`src/rtl/stage1_if_prefetch.sv`:
```
// stage1_if_prefetch: instruction-fetch stage with a small prefetch buffer.
// Requests go out on inst_sram at fetch_pc. Returned words are paired with
// their request PC and queued for decode. A credit rule on outstanding
// requests plus buffer occupancy means the buffer can never overflow.
// Branch redirects flush the buffer, and responses still in flight at that
// moment are dropped.
// Optional feature: define IF_PREFETCH_BYPASS_EN to present a response to
// decode in the same cycle it returns when the buffer is empty.
module stage1_if_prefetch #(
    parameter logic [31:0] RESET_PC        = 32'h1C000000,
    parameter int          FIFO_DEPTH      = 4,
    parameter int          MAX_OUTSTANDING = 2
) (
    input  logic        clk,
    input  logic        resetn,
    input  logic        ds_allow_in,
    input  logic        br_taken,
    input  logic [31:0] br_target,
    output logic        fs_to_ds_valid,
    output logic [63:0] fs_to_ds_bus,
    output logic        inst_sram_req,
    output logic        inst_sram_wr,
    output logic [1:0]  inst_sram_size,
    output logic [3:0]  inst_sram_wstrb,
    output logic [31:0] inst_sram_wdata,
    output logic [31:0] inst_sram_addr,
    input  logic        inst_sram_addr_ok,
    input  logic        inst_sram_data_ok,
    input  logic [31:0] inst_sram_rdata
);

    localparam int PTR_W  = $clog2(FIFO_DEPTH);
    localparam int CNT_W  = $clog2(FIFO_DEPTH + 1);
    localparam int OUT_W  = $clog2(MAX_OUTSTANDING + 1);
    localparam int QIDX_W = (MAX_OUTSTANDING > 1) ? $clog2(MAX_OUTSTANDING) : 1;
    localparam int SUM_W  = CNT_W + 1;

    localparam logic [OUT_W-1:0]  MAX_OUT_V = OUT_W'(MAX_OUTSTANDING);
    localparam logic [SUM_W-1:0]  DEPTH_V   = SUM_W'(FIFO_DEPTH);
    localparam logic [QIDX_W-1:0] QLAST     = QIDX_W'(MAX_OUTSTANDING - 1);

    logic                started;
    logic [31:0]         fetch_pc;
    logic [31:0]         pcq_mem [MAX_OUTSTANDING];
    logic [QIDX_W-1:0]   pcq_head;
    logic [QIDX_W-1:0]   pcq_tail;
    logic [OUT_W-1:0]    outstanding;
    logic [OUT_W-1:0]    discard;
    logic [63:0]         fifo_mem [FIFO_DEPTH];
    logic [PTR_W-1:0]    rd_ptr;
    logic [PTR_W-1:0]    wr_ptr;
    logic [CNT_W-1:0]    fifo_count;

    logic                accept;
    logic                resp_keep;
    logic                fifo_empty;
    logic                push;
    logic                pop;
    logic [63:0]         resp_entry;
    logic [63:0]         bus_raw;
    logic [SUM_W-1:0]    credit_used;

    // The instruction port never writes
    assign inst_sram_wr    = 1'b0;
    assign inst_sram_size  = 2'd2;
    assign inst_sram_wstrb = 4'd0;
    assign inst_sram_wdata = 32'd0;
    assign inst_sram_addr  = fetch_pc;

    // Every in-flight request already owns a buffer slot, so outstanding + occupancy bounds the buffer
    assign credit_used   = SUM_W'(outstanding) + SUM_W'(fifo_count);
    assign inst_sram_req = started && !br_taken
                         && (outstanding < MAX_OUT_V)
                         && (credit_used < DEPTH_V);

    assign accept     = inst_sram_req && inst_sram_addr_ok;
    assign fifo_empty = (fifo_count == '0);
    assign resp_keep  = inst_sram_data_ok && (discard == '0) && !br_taken;
    assign resp_entry = {inst_sram_rdata, pcq_mem[pcq_head]};

`ifdef IF_PREFETCH_BYPASS_EN
    logic bypass_hit;

    // A kept response can go straight to decode when nothing older is waiting in the buffer
    assign bypass_hit     = resp_keep && fifo_empty;
    assign fs_to_ds_valid = !br_taken && (!fifo_empty || bypass_hit);
    assign bus_raw        = fifo_empty ? resp_entry : fifo_mem[rd_ptr];
    assign push           = resp_keep && !(bypass_hit && ds_allow_in);
`else
    // Responses always pass through the buffer, giving one cycle from data_ok to valid
    assign fs_to_ds_valid = !fifo_empty && !br_taken;
    assign bus_raw        = fifo_mem[rd_ptr];
    assign push           = resp_keep;
`endif

    assign pop          = fs_to_ds_valid && ds_allow_in && !fifo_empty;
    assign fs_to_ds_bus = fs_to_ds_valid ? bus_raw : 64'd0;

    // Hold off the first request until one clock edge has passed after reset
    always_ff @(posedge clk or negedge resetn) begin
        if (!resetn) begin
            started <= 1'b0;
        end else begin
            started <= 1'b1;
        end
    end

    // Fetch PC: redirect on branch, otherwise step one word per accepted request
    always_ff @(posedge clk or negedge resetn) begin
        if (!resetn) begin
            fetch_pc <= RESET_PC;
        end else if (br_taken) begin
            fetch_pc <= br_target;
        end else if (accept) begin
            fetch_pc <= fetch_pc + 32'd4;
        end
    end

    // PC queue storage: remember each accepted request's address in issue order
    always_ff @(posedge clk) begin
        if (accept) begin
            pcq_mem[pcq_tail] <= fetch_pc;
        end
    end

    // PC queue pointers: every response, kept or dropped, retires the oldest entry
    always_ff @(posedge clk or negedge resetn) begin
        if (!resetn) begin
            pcq_head <= '0;
            pcq_tail <= '0;
        end else begin
            if (accept) begin
                pcq_tail <= (pcq_tail == QLAST) ? '0 : pcq_tail + QIDX_W'(1);
            end
            if (inst_sram_data_ok) begin
                pcq_head <= (pcq_head == QLAST) ? '0 : pcq_head + QIDX_W'(1);
            end
        end
    end

    // Outstanding count: +1 on accept, -1 on response
    always_ff @(posedge clk or negedge resetn) begin
        if (!resetn) begin
            outstanding <= '0;
        end else begin
            case ({accept, inst_sram_data_ok})
                2'b10:   outstanding <= outstanding + OUT_W'(1);
                2'b01:   outstanding <= outstanding - OUT_W'(1);
                default: outstanding <= outstanding;
            endcase
        end
    end

    // Discard count: responses still owed from before a redirect are dropped
    always_ff @(posedge clk or negedge resetn) begin
        if (!resetn) begin
            discard <= '0;
        end else if (br_taken) begin
            discard <= outstanding - (inst_sram_data_ok ? OUT_W'(1) : OUT_W'(0));
        end else if (inst_sram_data_ok && (discard != '0)) begin
            discard <= discard - OUT_W'(1);
        end
    end

    // Buffer storage write
    always_ff @(posedge clk) begin
        if (push) begin
            fifo_mem[wr_ptr] <= resp_entry;
        end
    end

    // Buffer pointers and occupancy; a redirect empties the buffer
    always_ff @(posedge clk or negedge resetn) begin
        if (!resetn) begin
            rd_ptr     <= '0;
            wr_ptr     <= '0;
            fifo_count <= '0;
        end else if (br_taken) begin
            rd_ptr     <= wr_ptr;
            fifo_count <= '0;
        end else begin
            if (push) begin
                wr_ptr <= wr_ptr + PTR_W'(1);
            end
            if (pop) begin
                rd_ptr <= rd_ptr + PTR_W'(1);
            end
            case ({push, pop})
                2'b10:   fifo_count <= fifo_count + CNT_W'(1);
                2'b01:   fifo_count <= fifo_count - CNT_W'(1);
                default: fifo_count <= fifo_count;
            endcase
        end
    end

endmodule

```
`config.mk`:
```
export PLATFORM = sky130hd
export DESIGN_NAME = stage1_if_prefetch
export DESIGN_NICKNAME = d
export VERILOG_FILES = /design/src/rtl/stage1_if_prefetch.sv
export SDC_FILE = /design/constraint.sdc
export NUM_CORES = 1
export LEC_CHECK = 0
export CORE_UTILIZATION = 59
export CTS_CLUSTER_DIAMETER = 40
export CTS_CLUSTER_SIZE = 8
export DETAILED_ROUTE_END_ITERATION = 12
export GPL_TIMING_DRIVEN = 0
export PLACE_DENSITY = 0.85
export RECOVER_POWER = 25
export SYNTH_ARGS = -nofsm -noshare
export SYNTH_HDL_FRONTEND = slang
export SYNTH_SLANG_ARGS = --single-unit
```
`constraint.sdc`:
```
create_clock -name clk -period 7.8 [get_ports clk]
set_clock_uncertainty 0.15 [all_clocks]
set_input_delay 2.34 -clock clk [delete_from_list [all_inputs] [get_ports clk]]
set_output_delay 2.34 -clock clk [all_outputs]
set_load 0.01 [all_outputs]
```
==> results.cfg, run 1 <==
[pwr]
p_sw_uw = 1520
power.share.switching_pct = 26.0
p_clk_share_pct = 36.0
p_comb_share_pct = 22.3
cellLeakagePower_uw = 0.00655
irDropWorstVdd_uv = 196
p_int_uw = 4340
seqPwrFrac_pct = 41.7
power_density_nw_per_um2 = 311

[critical_path]
critPathMaxStageDelay_ps = 600
critPathKind = primary input to primary output
cp_slowest_cell = clkdlybuf4s50_1
cp-start-kind = primary input
cp_cell_sequence = clkbuf_1, nor2_1, clkbuf_1, clkbuf_1, and2_1, clkdlybuf4s50_1
startpoint = br_taken
cp.required_ps = 5310
path_common_cell = clkbuf_1
r2r-start = outstanding[1]
worstPathMaxFanout = 10
worstPathArrival_ps = 4640
critPathCaptureType = primary output

[cts]
cts_buffers = 55
cts_root_buffer = clkbuf_16
tritoncts = yes
path_clk_slew_ps = 50
clk_latency_ps = 550
post_cts_buffers = 0
post_cts_resized = 0
cts_max_level = 2
cts_num_sinks = 366
clk_path_buf_depth = 3
ctsHoldBuffers = 0

[logic_synthesis]
synth_compound_area_share_pct = 2.88
synth_mux_area_share_pct = 12.4
synth_flop_cell = edfxtp_1
syn_area_um2 = 15000
async_reset_ff_share_pct = 12.6
synthXorXnorAreaFrac_pct = 0.993
yosysSeqAreaShare_pct = 71.8
synth_top_family_by_area = multiplexers
synth_simple_gate_area_share_pct = 7.34
synth-adder-area-share_pct = 0.885
yosysWarnings = 0
avgSynthCellArea_um2 = 17.7
ys_ff_latch = 366
netlist_instances = 848
synth_cell_types = 53
synth_edf_count = 320

[global_routing]
grtUsageTotal_pct = 24.7
grt_pass1_vias = 8574
antenna_found_initial = 0
grt_overflow = 0
grt_max_degree = 49
grt_pass1_wl_um = 48300

[routing]
drt_wl_total_um = 31600
dr.pass1.iters = 5
via_per_inst = 5.82
vias = 8522
drc = 0
drt-wirelength-per-cell_um = 21.6
drt_iter0_drc = 745
ant_nets = 0

[floorplanning]
core_area_um2 = 24600
start_util_pct = 60.9
placement_rows = 57
die_w_um = 161
die_h_um = 161
design.die.area_um2 = 26000
ios = 207

[placement]
post-place-ws_ps = 651
place_hpwl_um = 19600
io_buffers = 166
place.gp.congestion = 0.862

[outcome]
outcome = finished, violations left
violations = capacitance limit, slew limit

[flow_run]
cap_violations = 1

[hold_path]
worstHoldStart = outstanding[0]
min_path_type = flop to flop

[timing]
finalCritPeriodShare_pct = 91.5
hold_viol = 0
fmax_mhz = 140
min_period_ps = 7130
setup-violations-final = 0
worst_pin_slew_ps = 1850
timing.final.ws_setup_ps = 666
slew-limit-headroom_pct = -23.2
maxSlewViolCount = 34
rsz0062_at_grt = false
hold_ws_ps = 388
fin_setup_tns_ps = 0

[cells_and_area]
diodes = 0
fin_nets = 1194
drive_gt1_share_pct = 18.1
syn_to_final_growth_pct = 25.8
==> power by group through the flow <==
stage               clock network (uW)  registers (uW)  logic [uW]
floorplan                            0            2450         835
global placement                     0            2470        1280
detailed placement                   0            2470        1330
CTS                               2130            2440        1350
global route                      2210            2450        1410
finish                            2110            2440        1310
==> worst max-delay path, delay by kind of cell <==
family | cells | cell delay [ps]
buffers and inverters | 4 | 1770
and+or+nand+nor | 2 | 510
==> cells in the mapped netlist (13+ instances only) <==
library cell	instances	area, um2
nand3_1	16	80.1
mux2_2	35	394
o21ai_0	21	105
mux4_2	64	1440
nand4_1	13	81.3
and2_1	73	457
edfxtp_1	320	9610
nor2_1	20	75.1
clkbuf_1	23	86.3
nand2_1	44	165
buf_4	40	300
dfrtp_1	43	1080
==> per-stage QoR <==
stage                     total power [uW]  util (%)  cell area (um2)  instances
after CTS                             5920      76.7            18900       1464
after floorplan                       3290         -            15100        886
final                                 5860      76.6            18900       1464
after global routing                  6080      76.6            18900       1464
after global placement                3750      69.9            17200       1376
after detailed placement              3800      70.4            17300       1381
==> flip-flops by register name (all words and copies together), names as in the netlist <==
signal	flops
fifo_mem	256
pcq_mem	64
inst_sram_addr	32
fifo_count	3
discard	2
outstanding	2
rd_ptr	2
wr_ptr	2
pcq_head	1
pcq_tail	1
started	1
==> layer usage <==
| metal | global-route usage, % | vias up | part of all wire (%) |
|---|---|---|---|
| li1 | - | 3744 | - |
| met1 | 33.9 | 4244 | 40 |
| met2 | 40.8 | 466 | 49 |
| met3 | 4.31 | 68 | 8.3 |
| met4 | 8.06 | 0 | 2.5 |
| met5 | 0 | - | 0 |
==> final cells by class <==
cell class              count  area (um2)
repair buffers            171        1750
clock inverters            10         108
fillers                  1370        5750
multi-input cells         428        3840
inverters                  12        46.3
well taps                 324         405
flip-flops and latches    366       10800
plain buffers              80         500
clock buffers              73        1440
==> placed cells by master (no fill, tap or decap), types with 5 or more instances in the layout <==
master           count
a221o_1              5
nand2_1             44
clkbuf_16           55
nand4_1             13
mux2_1              32
o311ai_0             5
clkbuf_1            43
xnor2_1             11
clkinv_2             7
a21oi_1              5
o21ai_0             21
nand3_1             16
xor2_1               6
ha_1                 9
o211ai_1            12
nor2_1              19
nor3_1               9
and2_1              68
dfrtp_1             43
mux4_2              64
conb_1              40
inv_1               11
buf_2               12
clkdlybuf4s50_1    165
edfxtp_1           320
buf_4               40
==> cell families (layout without fill, tap and decap cells) <==
logic type                 Yosys count  in the layout
adders and majority gates           10             10
DFF                                366            366
xor gates and xnor gates            17             17
muxes                              101            101
AOI/OAI and AO/OA                   64             64
other                                2             40
buffers and inverters               92            346
and+or+nand+nor                    196            196
==> final timing paths <==
check,to,slack (ps),depth (start not counted)
setup / recovery,fs_to_ds_bus[19],670,6
hold / removal,outstanding[0],390,1
setup reg to reg,pcq_mem[0][7],4810,7
hold reg to reg,outstanding[0],390,1
max in group asynchronous,discard[0],3600,2
min in group asynchronous,inst_sram_addr[2],1700,1
(Power assumes the default switching activity.)
==> run 2: changes to the inputs <==
SLEW_MARGIN = 15   (was not set)
==> run 2 against run 1 <==
Net effect: the run still ends with capacitance limit, slew limit left; count of clock-buffer cells in the layout up 3; die area unchanged; combinational power about the same; setup slack worse by 100 ps; highest routed layer unchanged; flip-flop and latch count unchanged; routed wire length up 0.22%; clock power down 4%; critical path depth unchanged; via count up 0.27%; core utilization down 0.14 points; sequential share of layout area up 0.10 points.
==> results.cfg, run 2 (synthesized netlist as in run 1, its figures left out) <==
[cells_and_area]
final_cell_mix = edfxtp_1 (320), clkdlybuf4s50_1 (165), and2_1 (68)
syn_to_final_growth_pct = 25.6
diodes = 0
regMostFlops = fifo_mem
fin_util_pct = 76.5
fillCellCount = 1364
final_common_cell = edfxtp_1
final_cell_count_no_fill = 1463
fin_nets = 1193
largest_register_ffs = 256
drive_gt1_share_pct = 17.6
design_area_um2 = 18800

[global_routing]
grt_use_met1_pct = 34.6
grtUsageTotal_pct = 25.0
grt_use_met3_pct = 5.11
grt_pass1_vias = 8665
grt_overflow = 0
grt_pass1_wl_um = 48800
grt_util_met2_pct = 40.2
busiest_layer = met2
antenna_found_initial = 0
grt_max_degree = 49

[critical_path]
critPathCaptureType = primary output
cp.required_ps = 5310
worstPathArrival_ps = 4750
cp-start-kind = primary input
reg2reg_slack_ps = 4960
critPathKind = primary input to primary output
reg2reg_depth = 6
worstPathMaxFanout = 10

[pwr]
irDropWorstVdd_uv = 159
finalPower_uw = 5770
power_density_nw_per_um2 = 307
cellLeakagePower_uw = 0.00653

[placement]
place_area_um2 = 17400
place.gp.congestion = 0.862
io_buffers = 166
placed_cells = 1382
place_hpwl_um = 19600

[routing]
drt_iter0_drc = 829
drt_wl_total_um = 31600
drt-wirelength-per-cell_um = 21.6
dr.pass1.iters = 5
via_per_inst = 5.84
ant_nets = 0
vias = 8545
drc = 0

[timing]
setup-violations-final = 0
fin_setup_tns_ps = 0
worst_pin_slew_ps = 1810
slew-limit-headroom_pct = -20.9
finalCritPeriodShare_pct = 92.8
hold_viol = 0
rsz0062_at_grt = false
min_period_ps = 7240
maxSlewViolCount = 34
fmax_mhz = 138

[cts]
cts_root_buffer = clkbuf_16
post_cts_resized = 0
cts_max_level = 2
clk_latency_ps = 550
path_clk_slew_ps = 50
clk_path_buf_depth = 3
cts_num_sinks = 366
tritoncts = yes
post_cts_buffers = 0
cts_buffers = 53
ctsHoldBuffers = 0

[floorplanning]
design.die.area_um2 = 26000
core_area_um2 = 24600
ios = 207
placement_rows = 57
die_h_um = 161
start_util_pct = 60.9
die_w_um = 161

[hold_path]
min_path_type = flop to flop
hold_depth = 1

[outcome]
violations = capacitance limit, slew limit
outcome = finished, violations left

[flow_run]
cap_violations = 1
## run 2: changes by cell type in the layout (fill, tap and decap cells not counted), sizes merged
cell and delta:
clkinv -2, buf +1, clkbuf +3, inv -1
bufinv -2
## run 2: final cells by class
class	count	area, um2	area share [%]
sequential	366	10800	57.2
multi-input combinational	428	3840	20.4
timing repair buffer	172	1780	9.46
clock buffer	76	1460	7.73
buffer	80	500	2.66
tap	324	405	2.15
inverter	12	46.3	0.246
clock inverter	5	35.0	0.186
## run 2: critical path, cell delays in order
cell,delay (ps)
clkbuf_1,290
nor2_1,320
clkbuf_1,550
clkbuf_1,400
and2_1,200
clkdlybuf4s50_1,620
## run 2: stage by stage
step                hold WS (ps)  worst slack [ps]
detailed placement           382               621
global route                 411               476
global placement             323               662
CTS                          390               581
finish                       387               562
floorplan                    310              2040
## run 2: layer usage
metal | share of wire [%] | vias to the layer above
met5 | 0 | -
met4 | 2.1 | 0
met3 | 8.7 | 62
met2 | 50 | 449
met1 | 40 | 4271
li1 | - | 3763
## run 2: worst paths after layout
check	startpoint	end
max reg2reg	outstanding[1]	pcq_mem[1][26]
min reg2reg	outstanding[0]	outstanding[0]
max in group asynchronous	resetn	inst_sram_addr[25]
min in group asynchronous	resetn	inst_sram_addr[6]
min	outstanding[0]	outstanding[0]
max	br_taken	fs_to_ds_bus[14]
## run 2: power breakdown
part           internal (uW)  switching [uW]
combinational            661             648
clock                   1270             752
sequential              2340             102
total                   4270            1500
==> run 3: changes to the inputs <==
GPL_TIMING_DRIVEN = not set   (was 0)
SKIP_LAST_GASP = 1   (was not set)
==> run 3 against run 2 <==
Net effect: the run still ends with capacitance limit, slew limit left; via count is 5.8% lower; critical endpoint is now fs_to_ds_bus[25]; highest routed layer unchanged; global-route usage fell by 2.3 points; count of clock-buffer cells in the layout shrank 4; cell count down 5.6%; setup slack better by 930 ps; sequential share of layout area increased by 1.8 points.
==> results.cfg, run 3 (synthesized netlist as in run 1, its figures left out) <==
[floorplanning]
placement_rows = 57
ios = 207
start_util_pct = 60.9
design.die.area_um2 = 26000
die_w_um = 161
die_h_um = 161
core_area_um2 = 24600

[flow_run]
cap_violations = 2

[pwr]
irDropWorstVdd_uv = 176
cellLeakagePower_uw = 0.00618
p_sw_uw = 1440
power_density_nw_per_um2 = 311
p_comb_share_pct = 19.7
power.share.switching_pct = 25.4
seqPwrFrac_pct = 45.0
p_clk_share_pct = 35.4
p_int_uw = 4240

[critical_path]
cp-start-kind = primary input
cpLargestDelayFamily = buffers and inverters
cp_slowest_cell = clkdlybuf4s50_1
critPathMaxStageDelay_ps = 560
worstPathArrival_ps = 3820
critPathKind = primary input to primary output
crit_buf_inv = 3
worstPathMaxFanout = 65
cp.required_ps = 5310
critPathCaptureType = primary output
cp_cell_sequence = buf_2, nor2_4, buf_4, and2_1, clkdlybuf4s50_1

[timing]
maxSlewViolCount = 74
fmax_mhz = 158
fin_setup_tns_ps = 0
worst_pin_slew_ps = 2560
finalCritPeriodShare_pct = 80.9
slew-limit-headroom_pct = -70.8
setup-violations-final = 0
hold_ws_ps = 371
rsz0062_at_grt = false
min_period_ps = 6310
hold_viol = 0

[cells_and_area]
fin_util_pct = 74.2
regMostFlops = fifo_mem
fillCellCount = 1479
largest_register_ffs = 256
final_common_cell = edfxtp_1
syn_to_final_growth_pct = 21.8
diodes = 0
final_cell_mix = edfxtp_1 (320), clkdlybuf4s50_1 (165), and2_1 (69)
drive_gt1_share_pct = 14.1
fin_nets = 1116

[routing]
ant_nets = 0
drc = 0
via_per_inst = 5.83
dr.pass1.iters = 8
drt-wirelength-per-cell_um = 20.5
drt_iter0_drc = 682
drt_wl_total_um = 28300
vias = 8048

[placement]
io_buffers = 167
place_hpwl_um = 16400
place.gp.congestion = 0.831

[cts]
cts_num_sinks = 366
clk_latency_ps = 540
tritoncts = yes
cts_max_level = 2
cts_buffers = 52
post_cts_resized = 0
clk_path_buf_depth = 3
path_clk_slew_ps = 50
post_cts_buffers = 0
cts_root_buffer = clkbuf_16
ctsHoldBuffers = 0

[outcome]
outcome = finished, violations left
violations = capacitance limit, slew limit

[global_routing]
antenna_found_initial = 0
grt_pass1_vias = 8317
grt_pass1_wl_um = 45000
grtUsageTotal_pct = 22.7
grt_max_degree = 66
grt_overflow = 0

[hold_path]
min_path_type = flop to flop
[run 3: cell types whose count changed in the layout (fill, tap and decap cells not counted), sizes merged]
| cell | delta |
|---|---|
| clkinv | -5 |
| buf | -51 |
| clkbuf | -29 |
| bufinv | +1 |
| inv | +2 |
[run 3: final timing paths]
path | from | to | slack, ps | cells past startpoint
setup reg to reg | outstanding[1] | pcq_mem[0][15] | 4290 | 6
max in group asynchronous | resetn | rd_ptr[0] | 3250 | 1
setup / recovery | br_taken | fs_to_ds_bus[25] | 1490 | 5
hold / removal | pcq_tail | pcq_tail | 370 | 1
min in group asynchronous | resetn | inst_sram_addr[11] | 2450 | 1
hold reg to reg | pcq_tail | pcq_tail | 370 | 1
[run 3: metal layers]
metal / vias up / GRT usage (%) / routed length (um)
met5: - / 0 / 0
met4: 0 / 7.89 / 698
met3: 59 / 4.11 / 1980
met2: 378 / 37.2 / 13800
met1: 4021 / 31.1 / 11900
li1: 3590 / - / -
[run 3: power groups by stage]
stage               clock network, uW  logic (uW)  registers, uW
finish                           2010        1120           2550
global route                     2110        1210           2580
CTS                              2040        1150           2560
floorplan                           0         835           2450
detailed placement                  0        1140           2590
global placement                    0        1120           2580
[run 3: layout make-up]
cell class / count / area, um2 / area share (%)
clock buffer: 72 / 1420 / 7.77
inverter: 12 / 46.3 / 0.254
sequential: 366 / 10800 / 59.0
clock inverter: 3 / 47.5 / 0.261
tap: 324 / 405 / 2.22
timing repair buffer: 176 / 1720 / 9.45
multi-input combinational: 428 / 3840 / 21.0
[run 3: stage by stage]
step	instance area [um2]	power (uW)	setup WS, ps	std cells
after floorplan	15100	3290	2040	886
after detailed placement	16800	3740	1460	1306
after CTS	18300	5750	1470	1381
after global placement	16800	3700	1510	1306
after global routing	18300	5910	1360	1381
final	18300	5680	1490	1381
